<file path="src/rtl/instr_fetch.sv">
// instr_fetch: owns the PC, keeps one imem request in flight and buffers {pc, instr} in a FIFO for decode.
// Optional FETCH_MISALIGN_CHECK_EN: a misaligned redirect sets sticky fetch_misaligned and halts fetching.
module instr_fetch #(
    parameter logic [31:0] RESET_PC = 32'h0000_0000,
    parameter int FIFO_DEPTH = 2
) (
    input  logic        clk,
    input  logic        rst,
    output logic        imem_req_valid,
    input  logic        imem_req_ready,
    output logic [31:0] imem_req_addr,
    input  logic        imem_resp_valid,
    input  logic [31:0] imem_resp_data,
    input  logic        redirect_valid,
    input  logic [31:0] redirect_pc,
    output logic        out_valid,
    input  logic        out_ready,
    output logic [31:0] instruction,
    output logic [31:0] pc
`ifdef FETCH_MISALIGN_CHECK_EN
    ,
    output logic        fetch_misaligned
`endif
);
    localparam int AW = $clog2(FIFO_DEPTH);
    localparam int CW = AW + 1;

    typedef enum logic [1:0] {
        FETCH,
        WAIT,
`ifdef FETCH_MISALIGN_CHECK_EN
        DRAIN,
        HALT
`else
        DRAIN
`endif
    } state_t;

    state_t state, state_next, settle;
    logic [31:0] fetch_pc, req_pc, target;
    logic [CW-1:0] count;
    logic [AW-1:0] rd_ptr, wr_ptr;
    logic [31:0] fifo_pc [FIFO_DEPTH];
    logic [31:0] fifo_instr [FIFO_DEPTH];
    logic hs, push, pop;

    // Space is judged from the registered count only, so out_ready never reaches imem_req_valid.
    assign imem_req_valid = rst && state == FETCH && !redirect_valid && count < CW'(FIFO_DEPTH);
    assign imem_req_addr = fetch_pc;
    assign hs = imem_req_valid && imem_req_ready;
    assign push = state == WAIT && imem_resp_valid && !redirect_valid;
    assign out_valid = rst && count != '0;
    assign pop = out_valid && out_ready;
    assign instruction = out_valid ? fifo_instr[rd_ptr] : '0;
    assign pc = out_valid ? fifo_pc[rd_ptr] : '0;

`ifdef FETCH_MISALIGN_CHECK_EN
    logic mis_next;
    assign target = redirect_pc;
    assign mis_next = fetch_misaligned | (redirect_valid & |redirect_pc[1:0]);
    assign settle = mis_next ? HALT : FETCH;
    always_ff @(posedge clk)
        fetch_misaligned <= !rst ? 1'b0 : mis_next;
`else
    assign target = redirect_pc & ~32'd3;
    assign settle = FETCH;
`endif

    // A response seen in the redirect cycle is the one being flushed, so WAIT need not drain.
    always_comb begin
        state_next = state;
        case (state)
            FETCH: state_next = redirect_valid ? (hs ? DRAIN : settle) : (hs ? WAIT : FETCH);
            WAIT: state_next = imem_resp_valid ? settle : (redirect_valid ? DRAIN : WAIT);
            DRAIN: state_next = imem_resp_valid ? settle : DRAIN;
            default: state_next = state;
        endcase
    end

    always_ff @(posedge clk) begin
        if (!rst) begin
            state <= FETCH;
            fetch_pc <= RESET_PC;
            req_pc <= '0;
            count <= '0;
            rd_ptr <= '0;
            wr_ptr <= '0;
        end else begin
            state <= state_next;
            if (redirect_valid) begin
                fetch_pc <= target;
                count <= '0;
                rd_ptr <= '0;
                wr_ptr <= '0;
            end else begin
                if (hs) begin
                    fetch_pc <= fetch_pc + 32'd4;
                    req_pc <= fetch_pc;
                end
                if (push)
                    wr_ptr <= wr_ptr + 1'b1;
                if (pop)
                    rd_ptr <= rd_ptr + 1'b1;
                count <= count + CW'(push) - CW'(pop);
            end
        end
    end

    always_ff @(posedge clk) begin
        if (push) begin
            fifo_pc[wr_ptr] <= req_pc;
            fifo_instr[wr_ptr] <= imem_resp_data;
        end
    end
endmodule
</file>
<file path="config.mk">
export PLATFORM = sky130hd
export DESIGN_NAME = instr_fetch
export DESIGN_NICKNAME = d
export VERILOG_FILES = /design/src/rtl/instr_fetch.sv
export SDC_FILE = /design/constraint.sdc
export NUM_CORES = 1
export LEC_CHECK = 0
export BUFFER_PORTS_ARGS = -buffer_cell sky130_fd_sc_hd__buf_2
export CAP_MARGIN = 20
export CORE_ASPECT_RATIO = 1.5
export CORE_MARGIN = 1.5
export CORE_UTILIZATION = 35
export DETAILED_ROUTE_END_ITERATION = 16
export PLACE_DENSITY = 0.57
export SETUP_SLACK_MARGIN = 0.2
export SLEW_MARGIN = 30
export SYNTH_ARGS = -nofsm -noshare
export SYNTH_HDL_FRONTEND = slang
export SYNTH_SLANG_ARGS = --single-unit
</file>
<file path="constraint.sdc">
create_clock -name clk -period 11.23 [get_ports clk]
set_input_delay 1.123 -clock clk [delete_from_list [all_inputs] [get_ports clk]]
set_output_delay 1.123 -clock clk [all_outputs]
set_load 0.05 [all_outputs]
</file>
==> results of run 1 <==
[sequential cells by signal, indices dropped and copies added, names as in the netlist, named ones only]
register / flops
state: 2
rd_ptr: 1
wr_ptr: 1
imem_req_addr: 30
fifo_pc: 60
fifo_instr: 64
count: 2
req_pc: 30
[worst paths after layout]
check / cells past startpoint / start / slack [ns] / end
worst max register to register: 6 / state[0] / 8.41 / imem_req_addr[26]
worst min-delay path: 0 / req_pc[20] / 0.46 / fifo_pc[0][20]
worst min register to register: 0 / req_pc[20] / 0.46 / fifo_pc[0][20]
worst max-delay path: 4 / rst / 7.45 / imem_req_valid
[placed cells by master, fill, tap and decap left out, types with 6 or more instances in the layout]
| master | instances |
|---|---|
| sky130_fd_sc_hd__dfxtp_1 | 66 |
| sky130_fd_sc_hd__edfxtp_1 | 124 |
| sky130_fd_sc_hd__or4_1 | 6 |
| sky130_fd_sc_hd__buf_2 | 161 |
| sky130_fd_sc_hd__nand4_1 | 15 |
| sky130_fd_sc_hd__nor3_1 | 9 |
| sky130_fd_sc_hd__ha_1 | 7 |
| sky130_fd_sc_hd__and2_1 | 6 |
| sky130_fd_sc_hd__clkbuf_16 | 17 |
| sky130_fd_sc_hd__nand3_1 | 12 |
| sky130_fd_sc_hd__o21ai_0 | 19 |
| sky130_fd_sc_hd__a21oi_1 | 38 |
| sky130_fd_sc_hd__inv_1 | 12 |
| sky130_fd_sc_hd__a211oi_1 | 8 |
| sky130_fd_sc_hd__a31oi_1 | 8 |
| sky130_fd_sc_hd__mux2i_1 | 65 |
| sky130_fd_sc_hd__nor2_1 | 80 |
| sky130_fd_sc_hd__nor4_1 | 7 |
| sky130_fd_sc_hd__or3_1 | 8 |
| sky130_fd_sc_hd__buf_4 | 6 |
| sky130_fd_sc_hd__nand2_1 | 75 |
| sky130_fd_sc_hd__xnor2_1 | 9 |
| sky130_fd_sc_hd__inv_6 | 7 |
[power by group through the flow]
stage	Combinational, W	Clock (W)	Sequential (W)
global route	0.000100	0.000630	0.000776
global placement	0.0000924	0	0.000789
CTS	0.0000938	0.000600	0.000774
finish	0.0000929	0.000581	0.000774
floorplan	0.0000385	0	0.000808
detailed placement	0.0000936	0	0.000790
[layer usage]
metal | global-route usage | vias up | wire [um]
li1 | - | 2788 | -
met1 | 0.205 | 2758 | 8130
met2 | 0.285 | 159 | 10100
met3 | 0.0334 | 15 | 806
met4 | 0.0584 | 0 | 248
met5 | 0 | - | 0
[metrics by stage]
stage	util	power [W]	instances	worst slack, ns	instance area, um2
after CTS	0.429	0.00147	1117	7.37	9610
final	0.429	0.00145	1117	7.45	9610
after detailed placement	0.404	0.000883	1085	7.37	9040
after floorplan	-	0.000847	685	6.59	7980
after global placement	0.404	0.000882	1085	7.36	9030
after global routing	0.429	0.00151	1117	7.38	9610
[area by class of cell]
cell class / count / area share
flip-flops and latches: 191 / 0.527
multi-input cells: 437 / 0.283
repair buffers: 168 / 0.0897
clock buffers: 17 / 0.0443
well taps: 276 / 0.0359
clock inverters: 15 / 0.0151
inverters: 13 / 0.00508
[cell families (layout without fill, tap and decap cells)]
kind of cell / after synthesis / in the layout / synth area share
and+or+nand+nor: 250 / 250 / 0.151
DFF: 191 / 191 / 0.635
AOI/OAI and AO/OA: 97 / 97 / 0.0752
muxes: 65 / 65 / 0.0816
buffers and inverters: 57 / 213 / 0.0294
xor gates and xnor gates: 14 / 14 / 0.0154
adders and majority gates: 7 / 7 / 0.0110
other: 1 / 4 / 0.000471
[worst register-to-register path, delay by kind of cell (launching register included)]
| family | cells | cell delay (ns) |
|---|---|---|
| AND/OR/NAND/NOR | 3 | 1.94 |
| flip-flops | 1 | 0.34 |
| adder cells (fa/ha/maj) | 1 | 0.21 |
| AO/OA/AOI/OAI | 1 | 0.17 |
| buffers and inverters | 1 | 0.11 |
==> out/metrics.json, run 1 <==
{
  "status": {
    "status": "completed"
  },
  "placement": {
    "place.gp.congestion": 0.826,
    "hpwl_um": 12500,
    "total_of_buffers_placed_on_input_and_output_ports": 161
  },
  "drt": {
    "wire_per_inst_um": 17.2,
    "antenna_violating_nets_post_route": 0,
    "route.detailed.drc": 0,
    "finalWirelength_um": 19300,
    "avgViaCountPerCell": 5.12,
    "detail_route.first_pass.iterations": 4,
    "routed-via-count": 5720,
    "drt_first_iter_violations": 270
  },
  "global_route": {
    "first_global_vias": 5375,
    "grt_start_max_net_pins": 64,
    "overflow": 0,
    "grtUsageTotal": 0.165,
    "grt_first_pass_wirelength_um": 29800,
    "grt_antenna_before_repair": 0
  },
  "synthesis": {
    "synth_top_cells_by_area": "sky130_fd_sc_hd__edfxtp_1 (47%), sky130_fd_sc_hd__dfxtp_1 (17%), sky130_fd_sc_hd__mux2i_1 (8.2%)",
    "syn-cell-area_um2": 7970,
    "syn_avg_cell_area_um2": 11.7,
    "yosys_most_used_dff": "sky130_fd_sc_hd__edfxtp_1",
    "yosysTopAreaCell": "sky130_fd_sc_hd__edfxtp_1",
    "post_synth_arst_share": 0,
    "synth.most_common_cell": "sky130_fd_sc_hd__edfxtp_1",
    "synthTopCellsByCount": "sky130_fd_sc_hd__edfxtp_1 (124), sky130_fd_sc_hd__nor2_1 (83), sky130_fd_sc_hd__nand2_1 (75), sky130_fd_sc_hd__dfxtp_1 (67), sky130_fd_sc_hd__mux2i_1 (65)",
    "synth.yosys.seq_area_share": 0.635,
    "post_synthesis_instance_total": 682,
    "yosysWarningCount": 0,
    "yosysUniqueCellTypes": 51,
    "postSynthRegisterBits": 191,
    "synth_edf_count": 124,
    "portion_of_synthesized_cell_area_occupied_by_the_leading_cell_type": 0.467
  },
  "pwr": {
    "power.clock.fraction": 0.401,
    "seqPwrFrac": 0.534,
    "p_sw_frac": 0.256,
    "combinational_power_share": 0.064,
    "internal_power_w": 0.00108,
    "p_sw_w": 0.000371,
    "powerDensity_nw_per_um2": 151,
    "p_leak_nw": 3.43,
    "irDropWorstVdd_mv": 0.113
  },
  "timing": {
    "finalCriticalPeriod_ns": 3.78,
    "fin_worst_skew_ns": 0.0122,
    "timing_hold_violations_final": 0,
    "transition_time_of_the_tightest_slew_check_pin_ns": 0.975,
    "final.hold.worst_slack_ns": 0.457,
    "setup_viol": 0,
    "rsz0062_at_grt": "false",
    "post-route-period-util": 0.336,
    "maximum_operating_frequency_mhz": 265,
    "slew_headroom": 0.348,
    "maxSlewViolCount": 0,
    "timing.setup.tns_ns": 0
  },
  "finish": {
    "area.sequential_um2": 5070,
    "multi_input_comb_area_um2": 2720,
    "layout-area-overhead-vs-synth_pct": 20.6,
    "diodes": 0,
    "drive_above_1_share": 0.252,
    "nFillCells": 2153,
    "final_net_count": 905
  },
  "cts": {
    "clk_latency_ns": 0.44,
    "cts_max_path_buffers": 2,
    "cts.repair.resized": 0,
    "cts_setup_buffers": 0,
    "ctsHtreeMaxLevel": 4,
    "tritoncts.num_buffers": 17,
    "cts.hold.buffers_added": 0,
    "cts_tree": "built",
    "cts.sinks": 191,
    "path_clk_slew_ns": 0.07,
    "clock_tree_root": "sky130_fd_sc_hd__clkbuf_16"
  },
  "worst_setup_path": {
    "cp.required_ns": 10.11,
    "crit_path_start_kind": "input pin",
    "crit_path_max_fanout": 24,
    "most_used_cell_cp": "sky130_fd_sc_hd__buf_2",
    "worst_ep_arrival_time_ns": 2.65,
    "crit_path_end_kind": "output pin",
    "slowest_delay_ns": 0.45,
    "path_buf_inv": 2,
    "standard_cell_with_the_maximum_stage_delay_on_the_critical_path": "sky130_fd_sc_hd__nor3b_1",
    "worstSetupPathType": "input pin to output pin",
    "crit_path_cell_trace": "buf_2, nand2b_1, nor3b_1, buf_2",
    "timing.critical_path.max_delay_family": "simple AND/OR/NAND/NOR gates"
  },
  "floorplanning": {
    "fp.dieH_um": 188,
    "die_w_um": 126,
    "start_util": 0.356,
    "pin_count": 168,
    "core-area_um2": 22400,
    "dieArea_um2": 23700,
    "std_cell_rows": 67
  },
  "hold_path": {
    "hold_class": "flip-flop to flip-flop"
  },
  "flow_run": {
    "max_cap_violations": 0
  }
}
No activity file was read; power rests on OpenSTA's default activity.
==> run 2, diff against run 1 <==
==> constraint.sdc (replaced) <==
create_clock -name clk -period 3.75 [get_ports clk]
set_input_delay 0.375 -clock clk [delete_from_list [all_inputs] [get_ports clk]]
set_output_delay 0.375 -clock clk [all_outputs]
set_load 0.05 [all_outputs]
==> out/metrics.json, run 2 (same netlist as run 1, synthesis figures left out) <==
{
  "status": {
    "status": "completed"
  },
  "flow_run": {
    "max_cap_violations": 0
  },
  "timing": {
    "fin_worst_skew_ns": 0.0176,
    "maximum_operating_frequency_mhz": 364,
    "final.setup.worst_slack_ns": 1.00,
    "timing_hold_violations_final": 0,
    "finalCriticalPeriod_ns": 2.75,
    "transition_time_of_the_tightest_slew_check_pin_ns": 0.940,
    "post-route-period-util": 0.732,
    "final.hold.worst_slack_ns": 0.137,
    "rsz0062_at_grt": "false",
    "setup_viol": 0,
    "slew_headroom": 0.368,
    "maxSlewViolCount": 0
  },
  "floorplanning": {
    "std_cell_rows": 67,
    "die_w_um": 126,
    "start_util": 0.356,
    "dieArea_um2": 23700,
    "core-area_um2": 22400,
    "fp.dieH_um": 188,
    "pin_count": 168
  },
  "finish": {
    "top_regs": "fifo_instr: 64 flops, fifo_pc: 60 flops",
    "most_frequent_cells_in_the_layout": "sky130_fd_sc_hd__buf_2 (161), sky130_fd_sc_hd__edfxtp_1 (124), sky130_fd_sc_hd__nor2_1 (80)",
    "drive_above_1_share": 0.252,
    "mostFrequentLayoutCell": "sky130_fd_sc_hd__buf_2",
    "registers.top_by_ff_count": "fifo_instr",
    "final_net_count": 909,
    "diodes": 0,
    "layout-area-overhead-vs-synth_pct": 22.0,
    "final_core_utilization": 0.434,
    "flip_flop_count_of_the_largest_register_after_layout": 64,
    "finalNonFillerCells": 1121
  },
  "cts": {
    "clock_tree_root": "sky130_fd_sc_hd__clkbuf_16",
    "cts_max_path_buffers": 2,
    "ctsHtreeMaxLevel": 4,
    "cts.sinks": 191,
    "path_clk_slew_ns": 0.07,
    "cts_setup_buffers": 0,
    "cts_tree": "built",
    "clk_latency_ns": 0.43,
    "tritoncts.num_buffers": 17,
    "cts.repair.resized": 0,
    "cts.hold.buffers_added": 0
  },
  "placement": {
    "placed_cells_incl_taps": 1089,
    "place.gp.congestion": 0.815,
    "hpwl_um": 13200,
    "total_of_buffers_placed_on_input_and_output_ports": 161,
    "dp_worst_setup_slack_ns": 1.22
  },
  "drt": {
    "wire_per_inst_um": 17.2,
    "finalWirelength_um": 19300,
    "drt_first_iter_violations": 291,
    "antenna_violating_nets_post_route": 0,
    "avgViaCountPerCell": 5.13,
    "routed-via-count": 5747,
    "detail_route.first_pass.iterations": 5,
    "route.detailed.drc": 0
  },
  "worst_setup_path": {
    "timing.critical_path.max_delay_family": "buffers and inverters",
    "path_buf_inv": 3,
    "cp.required_ns": 3.38,
    "worstSetupPathType": "flip-flop to output pin",
    "crit_path_start_kind": "flip-flop",
    "crit_path_end_kind": "output pin",
    "crit_path_cell_trace": "o21ai_4, buf_4, buf_4, nor2_1, buf_2",
    "standard_cell_with_the_maximum_stage_delay_on_the_critical_path": "sky130_fd_sc_hd__o21ai_4",
    "crit_path_max_fanout": 35,
    "slowest_delay_ns": 0.55,
    "worst_ep_arrival_time_ns": 2.37,
    "most_used_cell_cp": "sky130_fd_sc_hd__buf_4"
  },
  "hold_path": {
    "hold_class": "input pin to flip-flop"
  },
  "pwr": {
    "p_total_w": 0.00446,
    "irDropWorstVdd_mv": 0.296,
    "p_leak_nw": 3.47,
    "powerDensity_nw_per_um2": 459
  },
  "global_route": {
    "first_global_vias": 5358,
    "overflow": 0,
    "grtUsageTotal": 0.165,
    "grt_antenna_before_repair": 0,
    "grt_start_max_net_pins": 46,
    "grt_first_pass_wirelength_um": 29800
  }
}
## run 2: worst reg2reg max path, cell delays in order, from the launching register on
cell                       delay [ns]
sky130_fd_sc_hd__dfxtp_1         0.34
sky130_fd_sc_hd__inv_1           0.11
sky130_fd_sc_hd__ha_1            0.22
sky130_fd_sc_hd__nand3b_1        0.40
sky130_fd_sc_hd__buf_4           0.34
sky130_fd_sc_hd__or3_1           0.42
sky130_fd_sc_hd__o41a_1          0.32
sky130_fd_sc_hd__o311a_1         0.28
## run 2: routing by layer
layer  wire, um  up-vias  track usage
met5          0        -            0
met4        200        0       0.0548
met3        847       14       0.0331
met2       9950      182        0.283
met1       8330     2754        0.207
li1           -     2797            -
## run 2: final timing paths
path / startpoint / to / slack (ns) / cells past startpoint
hold / removal: imem_resp_data[4] / fifo_instr[1][4] / 0.14 / 1
setup reg to reg: state[0] / imem_req_addr[25] / 1.22 / 7
setup / recovery: count[1] / instruction[18] / 1.00 / 5
hold reg to reg: req_pc[18] / fifo_pc[1][18] / 0.46 / 0
## run 2: layout make-up
cell class,count,area [um2]
multi-input combinational,437,2710
clock inverter,15,185
timing repair buffer,172,938
inverter,13,48.8
sequential,191,5070
tap,276,345
fill,2148,12700
clock buffer,17,425
## run 2: power breakdown
group	switching (W)	internal (W)	leakage, nW
Combinational	0.000198	0.0000818	1.52
Sequential	0.0000583	0.00226	1.66
Clock	0.000801	0.00106	0.291
Total	0.00106	0.00340	3.47
## run 2: per-stage QoR
stage	instance area (um2)	setup TNS (ns)
after floorplan	7980	-17.86
after global placement	9070	0
after detailed placement	9110	0
after CTS	9720	0
after global routing	9720	0
final	9720	0
